## config.mk

```make
export PLATFORM = sky130hd
export DESIGN_NAME = riscv_mem_load_store_unit
export DESIGN_NICKNAME = d
export VERILOG_FILES = /design/src/rtl/riscv_mem_load_store_unit.sv
export SDC_FILE = /design/constraint.sdc
export NUM_CORES = 1
export LEC_CHECK = 0
export CAP_MARGIN = 30
export CORE_AREA = 2 2 163 165
export DETAILED_ROUTE_END_ITERATION = 10
export DIE_AREA = 0 0 165 167
export PLACE_DENSITY_LB_ADDON = 0.08
export REMOVE_ABC_BUFFERS = 1
export SLEW_MARGIN = 20
export SYNTH_ARGS = -nofsm -noshare
export SYNTH_HDL_FRONTEND = slang
export SYNTH_SLANG_ARGS = --single-unit
```

## constraint.sdc

```tcl
create_clock -name i_clk -period 8.1 [get_ports i_clk]
set_input_delay 1.215 -clock i_clk [delete_from_list [all_inputs] [get_ports i_clk]]
set_output_delay 1.215 -clock i_clk [all_outputs]
set_load 0.03 [all_outputs]
```

## src/rtl/riscv_mem_load_store_unit.sv

```systemverilog
// MEM-stage load/store unit: one AXI4-Lite transaction per load or store, with load lane
// alignment and extension. The pipeline is stalled while the access is outstanding.
module riscv_mem_load_store_unit #(
    parameter int unsigned DATA_WIDTH = 64,
    parameter int unsigned ADDR_WIDTH = 32
) (
    input  logic                    i_clk,
    input  logic                    i_rst,
    input  logic                    i_read,
    input  logic                    i_write,
    input  logic [2:0]              i_width,
    input  logic [DATA_WIDTH-1:0]   i_addr,
    input  logic [DATA_WIDTH-1:0]   i_wr_data,
    output logic                    o_stall,
    output logic                    o_done,
    output logic [DATA_WIDTH-1:0]   o_rd_data,
    output logic                    o_misaligned,
    output logic                    o_bus_err,
    output logic [ADDR_WIDTH-1:0]   m_axi_awaddr,
    output logic [2:0]              m_axi_awprot,
    output logic                    m_axi_awvalid,
    input  logic                    m_axi_awready,
    output logic [DATA_WIDTH-1:0]   m_axi_wdata,
    output logic [DATA_WIDTH/8-1:0] m_axi_wstrb,
    output logic                    m_axi_wvalid,
    input  logic                    m_axi_wready,
    input  logic [1:0]              m_axi_bresp,
    input  logic                    m_axi_bvalid,
    output logic                    m_axi_bready,
    output logic [ADDR_WIDTH-1:0]   m_axi_araddr,
    output logic [2:0]              m_axi_arprot,
    output logic                    m_axi_arvalid,
    input  logic                    m_axi_arready,
    input  logic [DATA_WIDTH-1:0]   m_axi_rdata,
    input  logic [1:0]              m_axi_rresp,
    input  logic                    m_axi_rvalid,
    output logic                    m_axi_rready
);
    localparam logic [2:0] StIdle = 3'd0;
    localparam logic [2:0] StWr   = 3'd1;
    localparam logic [2:0] StWb   = 3'd2;
    localparam logic [2:0] StRa   = 3'd3;
    localparam logic [2:0] StRd   = 3'd4;
    localparam logic [2:0] StResp = 3'd5;

    logic [2:0]              state_q, state_d;
    logic [ADDR_WIDTH-1:0]   addr_q, addr_d;
    logic [2:0]              width_q, width_d;
    logic [DATA_WIDTH-1:0]   wdata_q, wdata_d;
    logic [DATA_WIDTH/8-1:0] wstrb_q, wstrb_d;
    logic [DATA_WIDTH-1:0]   rd_data_q, rd_data_d;
    logic                    aw_done_q, aw_done_d;
    logic                    w_done_q, w_done_d;
    logic                    err_q, err_d;
    logic                    mis_q, mis_d;

    logic                    req;
    logic                    misaligned;
    logic [7:0]              size_mask;
    logic [DATA_WIDTH-1:0]   lane;
    logic [DATA_WIDTH-1:0]   load_data;
    logic                    sext;
    logic                    unused_addr_hi;

    assign req            = i_read | i_write;
    assign unused_addr_hi = ^i_addr[DATA_WIDTH-1:ADDR_WIDTH];

    always_comb begin
        unique case (i_width[1:0])
            2'd0: begin misaligned = 1'b0;          size_mask = 8'h01; end
            2'd1: begin misaligned = i_addr[0];     size_mask = 8'h03; end
            2'd2: begin misaligned = |i_addr[1:0];  size_mask = 8'h0F; end
            default: begin misaligned = |i_addr[2:0]; size_mask = 8'hFF; end
        endcase
    end

    // Returned data is lane-aligned, so shift the addressed bytes down to bit 0.
    assign lane = m_axi_rdata >> {addr_q[2:0], 3'b000};
    assign sext = width_q[2];

    always_comb begin
        unique case (width_q[1:0])
            2'd0: load_data = {{(DATA_WIDTH-8){sext & lane[7]}}, lane[7:0]};
            2'd1: load_data = {{(DATA_WIDTH-16){sext & lane[15]}}, lane[15:0]};
            2'd2: load_data = {{(DATA_WIDTH-32){sext & lane[31]}}, lane[31:0]};
            default: load_data = lane;
        endcase
    end

    always_comb begin
        state_d   = state_q;
        addr_d    = addr_q;
        width_d   = width_q;
        wdata_d   = wdata_q;
        wstrb_d   = wstrb_q;
        rd_data_d = rd_data_q;
        aw_done_d = aw_done_q;
        w_done_d  = w_done_q;
        err_d     = err_q;
        mis_d     = 1'b0;
        unique case (state_q)
            StIdle: begin
                if (req) begin
                    if (misaligned) begin
                        mis_d = 1'b1;
                    end else begin
                        addr_d    = i_addr[ADDR_WIDTH-1:0];
                        width_d   = i_width;
                        wdata_d   = i_wr_data << {i_addr[2:0], 3'b000};
                        wstrb_d   = size_mask << i_addr[2:0];
                        aw_done_d = 1'b0;
                        w_done_d  = 1'b0;
                        err_d     = 1'b0;
                        state_d   = i_write ? StWr : StRa;
                    end
                end
            end
            StWr: begin
                if (m_axi_awvalid && m_axi_awready) aw_done_d = 1'b1;
                if (m_axi_wvalid && m_axi_wready)   w_done_d  = 1'b1;
                if (aw_done_d && w_done_d) state_d = StWb;
            end
            StWb: begin
                if (m_axi_bvalid) begin
                    err_d   = (m_axi_bresp != 2'b00);
                    state_d = StResp;
                end
            end
            StRa: begin
                if (m_axi_arready) state_d = StRd;
            end
            StRd: begin
                if (m_axi_rvalid) begin
                    rd_data_d = load_data;
                    err_d     = (m_axi_rresp != 2'b00);
                    state_d   = StResp;
                end
            end
            default: state_d = StIdle;
        endcase
    end

    always_ff @(posedge i_clk or posedge i_rst) begin
        if (i_rst) begin
            state_q   <= StIdle;
            addr_q    <= '0;
            width_q   <= '0;
            wdata_q   <= '0;
            wstrb_q   <= '0;
            rd_data_q <= '0;
            aw_done_q <= 1'b0;
            w_done_q  <= 1'b0;
            err_q     <= 1'b0;
            mis_q     <= 1'b0;
        end else begin
            state_q   <= state_d;
            addr_q    <= addr_d;
            width_q   <= width_d;
            wdata_q   <= wdata_d;
            wstrb_q   <= wstrb_d;
            rd_data_q <= rd_data_d;
            aw_done_q <= aw_done_d;
            w_done_q  <= w_done_d;
            err_q     <= err_d;
            mis_q     <= mis_d;
        end
    end

    // Stall drops in RESP so the pipeline advances exactly once per access.
    assign o_stall      = ((state_q != StIdle) && (state_q != StResp)) ||
                          ((state_q == StIdle) && req);
    assign o_done       = (state_q == StResp);
    assign o_bus_err    = (state_q == StResp) && err_q;
    assign o_misaligned = mis_q;
    assign o_rd_data    = rd_data_q;

    assign m_axi_awaddr  = addr_q;
    assign m_axi_awprot  = 3'b000;
    assign m_axi_awvalid = (state_q == StWr) && !aw_done_q;
    assign m_axi_wdata   = wdata_q;
    assign m_axi_wstrb   = wstrb_q;
    assign m_axi_wvalid  = (state_q == StWr) && !w_done_q;
    assign m_axi_bready  = (state_q == StWb);
    assign m_axi_araddr  = addr_q;
    assign m_axi_arprot  = 3'b000;
    assign m_axi_arvalid = (state_q == StRa);
    assign m_axi_rready  = (state_q == StRd);
endmodule

```

# After elaboration in Yosys (flattened, before gate mapping)
# Cells that the tools add are included.
# word_totals
register_bits,178
input_bits,208
out_inout_bits,215
wordCells,85
# op_classes
eq_ne,16
n_shift,3
mux,25
n_bitwise,5
n_reduce_logical,26
# op_table
op,count
64-bit one-hot mux with 3 select lines,1
64-bit by 6-bit left shift with 64-bit output,1
64-bit by 6-bit >> shifter with 64-bit output,1
8-bit one-hot mux with 3 select lines,1
3-bit two-way mux,6
3-bit one-hot mux with 5 select lines,1
1-bit two-way mux,11
2-bit != test (second input constant),5
1-bit logical AND,8
8-bit by 3-bit left shift with 8-bit output,1
3-bit by 2-bit equality test with 1-bit output (second input constant),2
3-bit equality test (second input constant),2
1-bit one-hot mux with 3 select lines,2
3-bit AND reduction,2
6-bit AND reduction,1
2-bit nonzero test,3
3-bit nonzero test,2
5-bit AND reduction,1
2-bit by 1-bit equality test with 1-bit output (second input constant),2
2-bit equality test (second input constant),2
2-bit logical NOT,2
1-bit one-hot mux with 2 select lines,2
1-bit AND,3
3-bit by 1-bit equality test with 1-bit output (second input constant),1
other kinds (11),12

# Longest topological paths before layout
# depth
ltp_word,8
depth_mapped,9
mapped_depth_nobuf,5

# Least setup slack after synthesis
# OpenSTA, ideal clock, no wires.
# synth_timing
kind,register to output
startpoint,register state_q[1]
endpoint,output port o_bus_err
arrival_time_ns,1.810
t_required_ns,6.885
slack_ns,5.075
path_stages_with_launch,4
n_path_buf,1
path_cell_list,dfrtp_1 buf_2 nor3b_1 and2_1
# synth_via
elab_chain_len,2
# synth_rtl
item,line_no,source
start: declaration,46,"logic [2:0] state_q, state_d;"
start signal: assignment,145,state_q <= StIdle;
start signal: assignment,156,state_q <= state_d;
3-bit equality test,-,
via o_done,15,"output logic o_done,"
1-bit logical AND,173,assign o_bus_err = (state_q == StResp) && err_q;
end: declaration,18,"output logic o_bus_err,"
# The timed path passes the listed nets, and every way through them passes these cells.

# Worst setup path after layout
# layout_timing
startpoint,register addr_q[0] (netlist: m_axi_araddr[0])
endpoint,output port m_axi_awaddr[0]
# layout_lines
item,line_no,source
start: declaration,47,"logic [ADDR_WIDTH-1:0] addr_q, addr_d;"
start signal: assignment,157,addr_q <= addr_d;
end: declaration,19,"output logic [ADDR_WIDTH-1:0] m_axi_awaddr,"
# No word-level cell between the ends.

==> results.json <==
{
  "status": "finished, final reports clean",
  "relSlewSlack_pct": 32.5,
  "synth_xor_area_share_pct": 0,
  "seq_area_um2": 4460,
  "synth_top_area_share_pct": 42.2,
  "initial_core_util_pct": 40.9,
  "synth_area_leader_cell": "dfrtp_1",
  "grt_max_degree": 105,
  "final_cells": 1821,
  "critPathCaptureType": "output port",
  "skew_ns": 0.0128,
  "syn-instance-count": 1180,
  "clkSinkCount": 178,
  "grt_pass1_vias": 9788,
  "core_area_um2": 25800,
  "finalHoldViolCount": 0,
  "ys_top_cells_by_area": "dfrtp_1, nand2_1, mux2i_1",
  "grtUsageTotal_pct": 25.5,
  "peakVddDrop_uv": 235,
  "design_area_um2": 14900,
  "dp.cells": 1789,
  "hp-class": "reg2reg",
  "cts_resized": 0,
  "multi_input_area_um2": 5340,
  "io_pins": 423,
  "layout_commonest_cell": "clkdlybuf4s50_1",
  "cts_max_level": 4,
  "n_antenna_cell": 0,
  "gp_congestion": 0.843,
  "cts_made_buffers": 17,
  "yosysUniqueCellTypes": 61,
  "hold_buffers": 0,
  "synth-adder-area-share_pct": 0,
  "gr-total-overflow": 0,
  "cp_slowest_cell": "dfrtp_2",
  "netlist_area_um2": 10500,
  "fin_crit_ns": 3.91,
  "fmax_mhz": 256,
  "synth_edf_count": 0,
  "grt_pass1_wl_um": 54600,
  "synth_top_family_by_area": "simple AND/OR/NAND/NOR gates",
  "drv_cap": 0,
  "cts_tree": "done",
  "final_max_slew_viol_count": 0,
  "die_h_um": 167,
  "whs_path_depth": 2,
  "place_area_um2": 14300,
  "synth_compound_gate_area_share_pct": 17.2,
  "ant_nets": 0,
  "startpoint_type": "flop",
  "ys_seq_elements": 178,
  "hpwl_um": 24300,
  "avgViaCountPerCell": 5.39,
  "nFillCells": 2358,
  "drtIter0Drc": 728,
  "setup_viol": 0,
  "leakage_nw": 6.20,
  "syn2layout_area_growth_pct": 41.2,
  "ys_warn_count": 0,
  "clockRootBuffer": "clkbuf_16",
  "grt_antenna_before_repair": 2,
  "synthFlopType": "dfrtp_1",
  "synth-async-reset-ratio_pct": 100,
  "worstPathCellList": "buf_4 > clkdlybuf4s50_1",
  "cp.required_ns": 6.88,
  "nets": 1681,
  "worstMarginPinSlew_ns": 1.01,
  "power.density_nw_per_um2": 407,
  "arrival_ns": 2.69,
  "cts.path.max_buffers": 2,
  "final_util_pct": 57.8,
  "r2r.worst_path.cells": 7,
  "syn-mean-instance-area_um2": 8.94,
  "postRouteWirelength_um": 34900,
  "dr.pass1.iters": 6,
  "path_class": "reg2out",
  "fin_crit_sh_pct": 48.2,
  "final_cell_mix": "clkdlybuf4s50_1, nand2_1, dfrtp_1",
  "drc_errors": 0,
  "post_drt_wl_per_cell_um": 19.2,
  "totalPowerFinal_mw": 6.06,
  "final.setup.tns_ns": 0,
  "row_count": 59,
  "num_vias": 9823,
  "postCtsSetupRepairBufs": 0,
  "dieArea_um2": 27600,
  "muxShareOfSynthArea_pct": 15.4,
  "chipWidth_um": 165,
  "path_clk_slew_ns": 0.08,
  "portBuffers": 384,
  "slowest_delay_ns": 0.86,
  "synthSimpleGateAreaFrac_pct": 17.7,
  "drive_gt1_share_pct": 8.55,
  "clock_latency_ns": 0.44,
  "crit_path_max_fanout": 45,
  "yosysSeqAreaShare_pct": 42.2,
  "rsz0062_at_grt": "no"
}
cell type report:
class / instances / area share (%)
multi-input combinational: 864 / 35.9
clock buffer: 17 / 2.86
inverter: 9 / 0.277
clock inverter: 15 / 1.29
tap: 335 / 2.82
sequential: 178 / 29.9
timing repair buffer: 403 / 27.0
registers in the layout, summed over array words and instances (netlist names):
name and count:
err_q 1, aw_done_q 1, o_misaligned 1, w_done_q 1, width_q 3, m_axi_wstrb 8
o_rd_data 64, state_q 3, m_axi_araddr 32, m_axi_wdata 64
cell usage after synthesis, types with 7 or more instances:
master	count
buf_2	29
nand3_1	10
nand2b_1	11
mux2_2	41
o221ai_1	8
o211ai_1	29
nand2_1	290
a31oi_1	54
a32oi_1	10
o21a_1	17
a21oi_1	41
clkbuf_1	50
mux4_2	14
o31ai_1	29
dfrtp_1	178
nor2b_1	8
inv_1	7
o21ai_0	56
buf_4	47
mux2i_1	83
nor2_1	98
power breakdown:
group | switching [mW] | total [mW] | internal, mW
registers | 0.311 | 1.62 | 1.31
clock network | 0.419 | 0.867 | 0.448
logic | 2.11 | 3.57 | 1.46
total | 2.84 | 6.06 | 3.22
worst max-delay path: cells and delay by family, from the launching register on:
family	cells	cell delay [ns]
buf+inv	2	1.38
flops	1	0.86
path summary, 6_finish.rpt:
| path | to | slack, ns | start |
|---|---|---|---|
| worst max register to register | o_rd_data[60]$_DFFE_PP0P_ | 4.79 | m_axi_araddr[0]$_DFFE_PP0P_ |
| worst min-delay path | m_axi_wdata[4]$_DFFE_PP0P_ | 0.47 | m_axi_wdata[4]$_DFFE_PP0P_ |
| min in group asynchronous | o_rd_data[59]$_DFFE_PP0P_ | 1.26 | i_rst |
| max in group asynchronous | o_rd_data[12]$_DFFE_PP0P_ | 5.54 | i_rst |
| worst max-delay path | m_axi_awaddr[0] | 4.19 | m_axi_araddr[0]$_DFFE_PP0P_ |
| worst min register to register | m_axi_wdata[4]$_DFFE_PP0P_ | 0.47 | m_axi_wdata[4]$_DFFE_PP0P_ |
metrics by stage:
step | setup slack [ns] | hold WS, ns
3_5_place_dp | 4.04 | 0.455
2_1_floorplan | 2.05 | 0.470
3_3_place_gp | 4.06 | 0.451
4_1_cts | 4.16 | 0.474
6_report | 4.19 | 0.471
5_1_grt | 4.03 | 0.499
per-layer routing:
layer	GRT usage (%)	vias to the layer above	share of wire (%)
li1	-	4686	-
met1	31.1	4705	40
met2	42.9	379	49
met3	8.82	49	9.1
met4	6.50	4	2.1
met5	0	-	0.074
kinds of logic (layout without fill, tap and decap cells):
family	after synthesis	in the layout
AOI/OAI and AO/OA	270	270
buffers and inverters	143	444
DFF	178	178
muxes	139	139
other	1	6
and+or+nand+nor	449	449
Note: power is estimated with default switching activity, not from simulation.
